**config.mk**
```make
export PLATFORM = sky130hd
export DESIGN_NAME = uart_tx_ctrl
export DESIGN_NICKNAME = d
export VERILOG_FILES = /design/src/rtl/uart_pkg.sv /design/src/rtl/uart_baud_tick.sv /design/src/rtl/uart_tx_ctrl.sv
export SDC_FILE = /design/constraint.sdc
export NUM_CORES = 1
export LEC_CHECK = 0
export BUFFER_PORTS_ARGS = -buffer_cell sky130_fd_sc_hd__clkbuf_2
export CAP_MARGIN = 15
export CORE_MARGIN = 4
export CORE_UTILIZATION = 28
export CTS_BUF_LIST = sky130_fd_sc_hd__clkbuf_2
export DETAILED_ROUTE_END_ITERATION = 10
export SYNTH_ARGS = -nofsm -noshare
export SYNTH_HDL_FRONTEND = slang
export SYNTH_HIERARCHICAL = 1
export SYNTH_SLANG_ARGS = --single-unit
```
**constraint.sdc**
```tcl
create_clock -name clk -period 4.1 [get_ports clk]
set_input_delay 0.205 -clock clk [delete_from_list [all_inputs] [get_ports clk]]
set_output_delay 0.205 -clock clk [all_outputs]
set_load 0.02 [all_outputs]
```
**src/rtl/uart_pkg.sv**
```systemverilog
// Shared UART definitions: transmit state encoding, parity-mode constants and
// the baud counter width helper used by both the TX and RX paths.
package uart_pkg;

   typedef enum logic [2:0] {
      IDLE   = 3'd0,
      START  = 3'd1,
      DATA   = 3'd2,
      PARITY = 3'd3,
      STOP   = 3'd4
   } tx_state_e;

   localparam logic PARITY_MODE_EVEN = 1'b0;
   localparam logic PARITY_MODE_ODD  = 1'b1;

   // A counter for 0..clks_per_bit-1 needs at least one bit even when clks_per_bit is 2.
   function automatic int baud_cnt_width(input int clks_per_bit);
      return (clks_per_bit > 2) ? $clog2(clks_per_bit) : 1;
   endfunction

endpackage

```
**src/rtl/uart_baud_tick.sv**
```systemverilog
// Bit-period counter: counts 0..CLKS_PER_BIT-1 while enabled and flags the
// last cycle of each bit period. Held at zero when disabled or cleared.
module uart_baud_tick
   import uart_pkg::*;
#(
   parameter int CLKS_PER_BIT = 868,
   parameter int CW           = baud_cnt_width(CLKS_PER_BIT)
) (
   input  logic          clk,
   input  logic          rst,
   input  logic          en,
   input  logic          clr,
   output logic          bit_end,
   output logic [CW-1:0] count
);

   localparam logic [CW-1:0] LAST = CW'(CLKS_PER_BIT - 1);

   assign bit_end = en && (count == LAST);

   always_ff @(posedge clk) begin
      if (!rst) begin
         count <= '0;
      end else if (clr || !en || bit_end) begin
         count <= '0;
      end else begin
         count <= count + CW'(1);
      end
   end

endmodule

```
**src/rtl/uart_tx_ctrl.sv**
```systemverilog
// UART transmitter: accepts one word per frame over valid/ready and serialises
// it as start bit, data LSB-first, optional parity and one or two stop bits.
module uart_tx_ctrl
   import uart_pkg::*;
#(
   parameter int CLKS_PER_BIT = 868,
   parameter int DATA_BITS    = 8,
   parameter int PARITY_EN    = 0,
   parameter int PARITY_ODD   = 0,
   parameter int STOP_BITS    = 1
) (
   input  logic                 clk,
   input  logic                 rst,
   input  logic [DATA_BITS-1:0] tx_data,
   input  logic                 tx_valid,
   output logic                 tx_ready,
   output logic                 tx,
   output logic                 busy,
   output logic                 done
);

   localparam int            CW        = baud_cnt_width(CLKS_PER_BIT);
   localparam logic [CW-1:0] BAUD_LAST = CW'(CLKS_PER_BIT - 1);
   localparam logic [3:0]    LAST_BIT  = 4'(DATA_BITS - 1);
   localparam logic          LAST_STOP = 1'(STOP_BITS - 1);
   localparam logic          ODD_SENSE = (PARITY_ODD != 0) ? PARITY_MODE_ODD : PARITY_MODE_EVEN;

   tx_state_e            state;
   tx_state_e            state_nx;
   logic [DATA_BITS-1:0] shift;
   logic [DATA_BITS-1:0] shift_nx;
   logic [3:0]           bit_idx;
   logic [3:0]           bit_idx_nx;
   logic                 stop_cnt;
   logic                 stop_cnt_nx;
   logic                 parity;
   logic                 parity_nx;
   logic                 tx_nx;
   logic                 ready_nx;
   logic                 accept;
   logic                 bit_end;
   logic [CW-1:0]        baud_count;

   // Handshake: a word transfers on a rising edge where tx_valid and tx_ready are
   // both high; tx_ready is high only in IDLE, and tx_valid may drop unaccepted.
   assign accept = tx_valid && tx_ready;
   assign busy   = (state != IDLE);
   assign done   = rst && (state == STOP) && (stop_cnt == LAST_STOP) && (baud_count == BAUD_LAST);

   uart_baud_tick #(
      .CLKS_PER_BIT (CLKS_PER_BIT),
      .CW           (CW)
   ) u_baud (
      .clk     (clk),
      .rst     (rst),
      .en      (busy),
      .clr     (accept),
      .bit_end (bit_end),
      .count   (baud_count)
   );

   always_comb begin
      state_nx    = state;
      shift_nx    = shift;
      bit_idx_nx  = bit_idx;
      stop_cnt_nx = stop_cnt;
      parity_nx   = parity;

      case (state)
         IDLE: begin
            if (accept) begin
               state_nx    = START;
               shift_nx    = tx_data;
               bit_idx_nx  = '0;
               stop_cnt_nx = 1'b0;
               parity_nx   = (^tx_data) ^ ODD_SENSE;
            end
         end
         START: begin
            if (bit_end) state_nx = DATA;
         end
         DATA: begin
            if (bit_end) begin
               shift_nx = shift >> 1;
               if (bit_idx == LAST_BIT) begin
                  bit_idx_nx = '0;
                  state_nx   = (PARITY_EN != 0) ? PARITY : STOP;
               end else begin
                  bit_idx_nx = bit_idx + 4'd1;
               end
            end
         end
         PARITY: begin
            if (bit_end) state_nx = STOP;
         end
         STOP: begin
            if (bit_end) begin
               if (stop_cnt == LAST_STOP) begin
                  state_nx = IDLE;
               end else begin
                  stop_cnt_nx = stop_cnt + 1'b1;
               end
            end
         end
         default: state_nx = IDLE;
      endcase

      // tx is registered from the level the next state will drive, so it only
      // moves on bit boundaries.
      case (state_nx)
         START:   tx_nx = 1'b0;
         DATA:    tx_nx = shift_nx[0];
         PARITY:  tx_nx = parity_nx;
         default: tx_nx = 1'b1;
      endcase

      ready_nx = (state_nx == IDLE);
   end

   always_ff @(posedge clk) begin
      if (!rst) begin
         state    <= IDLE;
         shift    <= '0;
         bit_idx  <= '0;
         stop_cnt <= 1'b0;
         parity   <= 1'b0;
         tx       <= 1'b1;
         tx_ready <= 1'b0;
      end else begin
         state    <= state_nx;
         shift    <= shift_nx;
         bit_idx  <= bit_idx_nx;
         stop_cnt <= stop_cnt_nx;
         parity   <= parity_nx;
         tx       <= tx_nx;
         tx_ready <= ready_nx;
      end
   end

endmodule
```
Word-level counts from Yosys, hierarchy flattened
Cells that the tools add are included.
W data, S select, Z words.
{ "totals": {"regBits": 29, "in_bits": 11, "out_inout_bits": 4} }
{ "op_classes": {"add_sub_neg": 3, "n_eq_ne": 12, "mux": 22, "bitwise": 2, "n_reduce_logical": 17} }
{ "ops": {"columns": ["cell", "count"], "rows": [
  ["$mux W3", 7],
  ["$mux W8", 2],
  ["$pmux W8 S2", 1],
  ["$pmux W3 S5", 1],
  ["$eq A3 B2 Y1 const B", 4],
  ["$mux W4", 3],
  ["$add A10 B1 Y10 const B", 1],
  ["$eq A10 B10 Y1 const B", 1],
  ["$pmux W4 S2", 1],
  ["$reduce_xor A8 Y1", 1],
  ["$eq A3 B1 Y1 const B", 2],
  ["$logic_not A3 Y1", 2],
  ["$ne A2 B1 Y1 const B", 3],
  ["$reduce_and A3 Y1", 2],
  ["$logic_and A1 B1 Y1", 5],
  ["$mux W1", 5],
  ["$add A4 B1 Y4 const B", 1],
  ["$eq A4 B3 Y1 const B", 1],
  ["$reduce_bool A2 Y1", 2],
  ["$eq A3 B3 Y1 const B", 1],
  ["$pmux W1 S3", 1],
  ["$reduce_bool A3 Y1", 1],
  ["$logic_or A1 B1 Y1", 2],
  ["$not A1 Y1", 2],
  ["4 further kinds", 4]
]} }

Longest topological paths before layout
{ "logic_depth": {"word_depth": 6, "depth_mapped": 9, "mapped_depth_nobuf": 7} }

Modules after synthesis
The synthesis kept the hierarchy.
{ "by_module_without_submodules": {"columns": ["module", "instances", "cells_per_inst", "area_each_um2", "seq_area_each_um2"], "rows": [
  ["uart_tx_ctrl", 1, 109, 985.9, 360.3],
  ["uart_baud_tick", 1, 52, 500.5, 200.2]
]} }

Least setup slack after synthesis
OpenSTA, ideal clock, no wires.
{ "synth_path": {"path_type": "register to register", "startpoint": "register state[2]", "endpoint": "register tx", "setup_ps": 120, "t_arrival_ps": 2004, "t_required_ps": 3980, "path_slack_ps": 1977, "stages_incl_launch_ff": 10, "path_cell_list": "dfxtp_1 > buf_6 > or3_1 > nand4b_1 > nor3_1 > clkbuf_1 > and4bb_2 > a211o_1 > a21boi_0 > o21bai_1"} }
{ "synth_via": {"elab_chain_cells": 6, "elab_cells_between_ends": 22, "cone_classes": "7 x eq/ne; 12 x mux; 3 x reduce/logical"} }
{ "synth_rtl": {"columns": ["element", "line", "rtl"], "rows": [
  ["start, declared", "uart_tx_ctrl.sv:28", "tx_state_e state;"],
  ["start signal, assigned", "uart_tx_ctrl.sv:130", "state <= state_nx;"],
  ["$reduce_bool A3 Y1 *", "uart_tx_ctrl.sv:47", "assign busy = (state != IDLE);"],
  ["via busy", "uart_tx_ctrl.sv:18", "output logic busy,"],
  ["$logic_and A1 B1 Y1 *", "uart_baud_tick.sv:19", "assign bit_end = en && (count == LAST);"],
  ["via bit_end", "uart_tx_ctrl.sv:41", "logic bit_end;"],
  ["$mux W3 (on tied branches)", null, null],
  ["$pmux W3 S5", "uart_tx_ctrl.sv:69", "case (state)"],
  ["$eq A3 B2 Y1 / $eq A3 B1 Y1 (equally long branches)", "uart_tx_ctrl.sv:110", "case (state_nx)"],
  ["$pmux W1 S3 *", "uart_tx_ctrl.sv:110", null],
  ["end signal, assigned", "uart_tx_ctrl.sv:135", "tx <= tx_nx;"],
  ["end, declared", "uart_tx_ctrl.sv:17", "output logic tx,"]
]} }
The timed path passes the listed nets; every way through them passes the cells marked *. The select of a mux whose other input is x is not followed.
A chain may end at the register's enable or synchronous reset.

Worst setup path after layout
{ "layout_path": {"startpoint": "register state[2]", "endpoint": "register bit_idx[3]"} }
{ "layout_via": {"elab_chain_cells": 4, "elab_cells_between_ends": 9, "cone_classes": "3 x eq/ne; 1 x mux; 5 x reduce/logical"} }
{ "layout_rtl": {"columns": ["element", "line", "rtl"], "rows": [
  ["$reduce_bool A3 Y1", "uart_tx_ctrl.sv:47", null],
  ["$logic_and A1 B1 Y1", "uart_baud_tick.sv:19", null],
  ["via bit_end", "uart_tx_ctrl.sv:41", null],
  ["$ne A2 B1 Y1 (no source line)", null, null],
  ["$reduce_and A3 Y1 (no source line)", null, null],
  ["end signal, assigned", "uart_tx_ctrl.sv:132", "bit_idx <= bit_idx_nx;"],
  ["end, declared", "uart_tx_ctrl.sv:32", "logic [3:0] bit_idx;"]
]} }
The timed path passes the listed nets, and every way through them passes these cells.

==> run summary <==
Final period util - 0.7180
Post-DP HPWL - 2164 microns
Critical R2R Launch - state[2]$_SDFF_PN0_
P_sw - 112.2 uW
R2R Setup Slk - 1.16 ns
Nets - 187
Internal - 326.2 uW
Final wirelength - 2941 microns
Routed len/inst - 12.15 microns
Sw Ratio - 0.2559
CTS tree - done
Final hold vios - 0
Core area - 0.005140 sq mm
Most numerous cell in the Yosys netlist - dfxtp_1
Hold_ws - 0.1759 ns
Post-synthesis sequential area ratio - 0.3771
Worst hold start - tx_data[7]
Clock Sinks - 28
Combinational group share of total power - 0.124
Num CTS Buffers - 3
Initial Util - 0.2892
Slew @ Worst Pin - 1.033 ns
Initial DRT Pass Iterations - 4
CTS-repair resized insts - 0
Die Y - 80.86 microns
Die X - 80.86 microns
Vias in the first global route - 1242
Yosys reg bits - 28
P_leak - 0.5154 nW
CP arrival - 3.25 ns
Synth warnings - 6
CP Capture Type - flip-flop
Met2 Use GR - 0.1691
Most frequent cells after synthesis - dfxtp_1, nand2_1, a21boi_0
Clock-pin slew on the worst setup and hold paths - 0.24 ns
Post-synth ARST share - 0
Yosys cell types - 50
Status - completed
Post-synth EDFFs - 0
Setup WS pre-CTS - 1.268 ns
Reg power frac - 0.656
Largest net degree at the start of global routing - 20
Max Freq - 339.7 MHz
Power density cells - 270.6 mW/mm^2
Grt peak-use layer - met2
Synthesized cell area - 0.001486 sq mm
Largest family of logic cells by synthesized area - simple AND/OR/NAND/NOR gates
Proportion of synthesized area in mux cells - 0
Clk_lat worst skew - 0.35 ns
Post-synthesis simple-gate area fraction - 0.3114
Synthesized instance count - 161
H-tree depth - 1
Syn-to-layout area delta - 9.006%
Gr usage total - 0.1050
Post-Syn Nets - 174
Post-route setup TNS - 0 ns
Grt met1 use - 0.1344
Worst hold path depth - 3
Startpoint Class - flip-flop
Number of placed I/O pins - 15
Area share of the largest cell type after synthesis - 0.3771
Synth Area per Inst - 9.232 sq um
Starting DRC count in detailed routing - 88
Die area - 0.006538 sq mm
Drt drc - 0
Crit-path max FO - 16
R2R depth - 6
Worst Hold End - shift[7]$_SDFFE_PN0P_
Post-CTS Hold Buffers - 0
Synth Area in Compound Gates - 0.2071
RR Endpoint - bit_idx[3]$_SDFFE_PN0P_
Slew HR - 0.3058
Post-CTS Setup Inserts - 0
# rows - 26
Initial antenna violation count - 0
Mean number of vias per cell - 4.996
Setup slack after layout - 1.156 ns
Max-slew violations - 0
Root Driver - clkbuf_2
Crit path kind - reg -> reg
Share of cells above drive strength 1 - 0.1512
First-pass GRT wire length - 5554 microns
Peak VDD IR - 0.1192 mV
GR Util met3 - 0.03437
Final GP Congestion - 0.7726
Port Buf Inserts - 14
Via count - 1209
Power Total - 438.4 uW
Clock network power share - 0.221
GRT overflow - 0
Clk_skew - 0.002238 ns
Adder-cell share of the synthesized area - 0.01684
Top_reg_cell synth - dfxtp_1
Tmin final - 2.944 ns
Worst Path Required - 4.40 ns
Final ANT Viol Nets - 0
Area contributors post-synth - dfxtp_1, a21boi_0, xnor2_1
# diodes - 0
Leading area contributor after synthesis - dfxtp_1
RSZ-0062 raised after global routing - false
Finish-stage setup viols - 0
Clk buf depth - 2
Hold Crit Class - in -> reg
Post-Synth XOR/XNOR Area - 0.05892
MaxCap Viol Count - 0
## metrics by stage
step | instance area [sq um] | utilization | cells
2_1_floorplan | 1486 | - | 161
3_3_place_gp | 1605 | 0.3123 | 239
3_5_place_dp | 1605 | 0.3123 | 239
4_1_cts | 1620 | 0.3152 | 242
5_1_grt | 1620 | 0.3152 | 242
6_report | 1620 | 0.3152 | 242
## layout make-up
class | instances | area (sq um)
inverter | 1 | 3.754
timing repair buffer | 14 | 70.07
multi-input combinational | 126 | 883.3
clock buffer | 3 | 15.01
sequential | 28 | 560.5
fill | 574 | 3520
tap | 70 | 87.58
## worst max path at each step
stage                                    from                      end  slack [ns]  cells after the start
after global routing      state[2]$_SDFF_PN0_  bit_idx[3]$_SDFFE_PN0P_        0.79                      6
after global placement    state[2]$_SDFF_PN0_  bit_idx[2]$_SDFFE_PN0P_        1.34                      6
after floorplan           state[2]$_SDFF_PN0_            tx$_SDFF_PN1_        1.98                      9
after detailed placement  state[2]$_SDFF_PN0_  bit_idx[2]$_SDFFE_PN0P_        1.27                      6
after CTS                 state[2]$_SDFF_PN0_  bit_idx[3]$_SDFFE_PN0P_        1.18                      6
final                     state[2]$_SDFF_PN0_  bit_idx[3]$_SDFFE_PN0P_        1.16                      6
## cells in the final DEF (no fill, tap or decap), drive strengths merged, types with 2 or more instances in the layout
cell type	Yosys	routed
nor2	5	5
ha	2	2
or3	5	5
a21oi	2	2
or4	3	3
and3	2	2
nand2	13	13
nand4	3	3
and2	5	5
a22oi	8	8
nand3b	4	4
nor4bb	2	2
nand2b	2	2
o21ai	7	7
nor3	8	8
a211oi	5	5
nand3	6	6
o31ai	2	2
clkbuf	3	17
nor3b	5	5
xnor2	8	8
xor2	2	2
a21boi	12	12
dfxtp	28	28
## critical path, cell delays in order (launching register included)
cell	delay, ns
dfxtp_1	0.58
or3_1	0.24
nand4b_1	0.11
nor3_1	0.83
a2bb2oi_2	0.38
or4_1	0.59
a21boi_1	0.17
## flip-flops by register name (all words and copies together) (netlist names)
| name | flops |
|---|---|
| tx_ready | 1 |
| bit_idx | 4 |
| state | 3 |
| parity | 1 |
| u_baud/count | 10 |
| tx | 1 |
| shift | 8 |
## power groups by stage
stage | logic [mW] | registers [mW] | clock network, mW
global route | 0.0604 | 0.290 | 0.118
CTS | 0.0547 | 0.288 | 0.106
global placement | 0.0549 | 0.292 | 0
finish | 0.0542 | 0.288 | 0.0967
floorplan | 0.0362 | 0.293 | 0
detailed placement | 0.0547 | 0.293 | 0
## cells by family after synthesis
kind of cell	count (synthesis)
flip-flops	28
AND/OR/NAND/NOR	72
AO/OA/AOI/OAI	42
adder cells (fa/ha/maj)	2
XOR/XNOR	10
buffers and inverters	7
## routing by layer
layer,part of all wire,up-vias
li1,-,628
met1,0.52,557
met4,0.0085,0
met2,0.43,20
met3,0.041,4
met5,0,-
No activity file was read; power rests on OpenSTA's default activity.
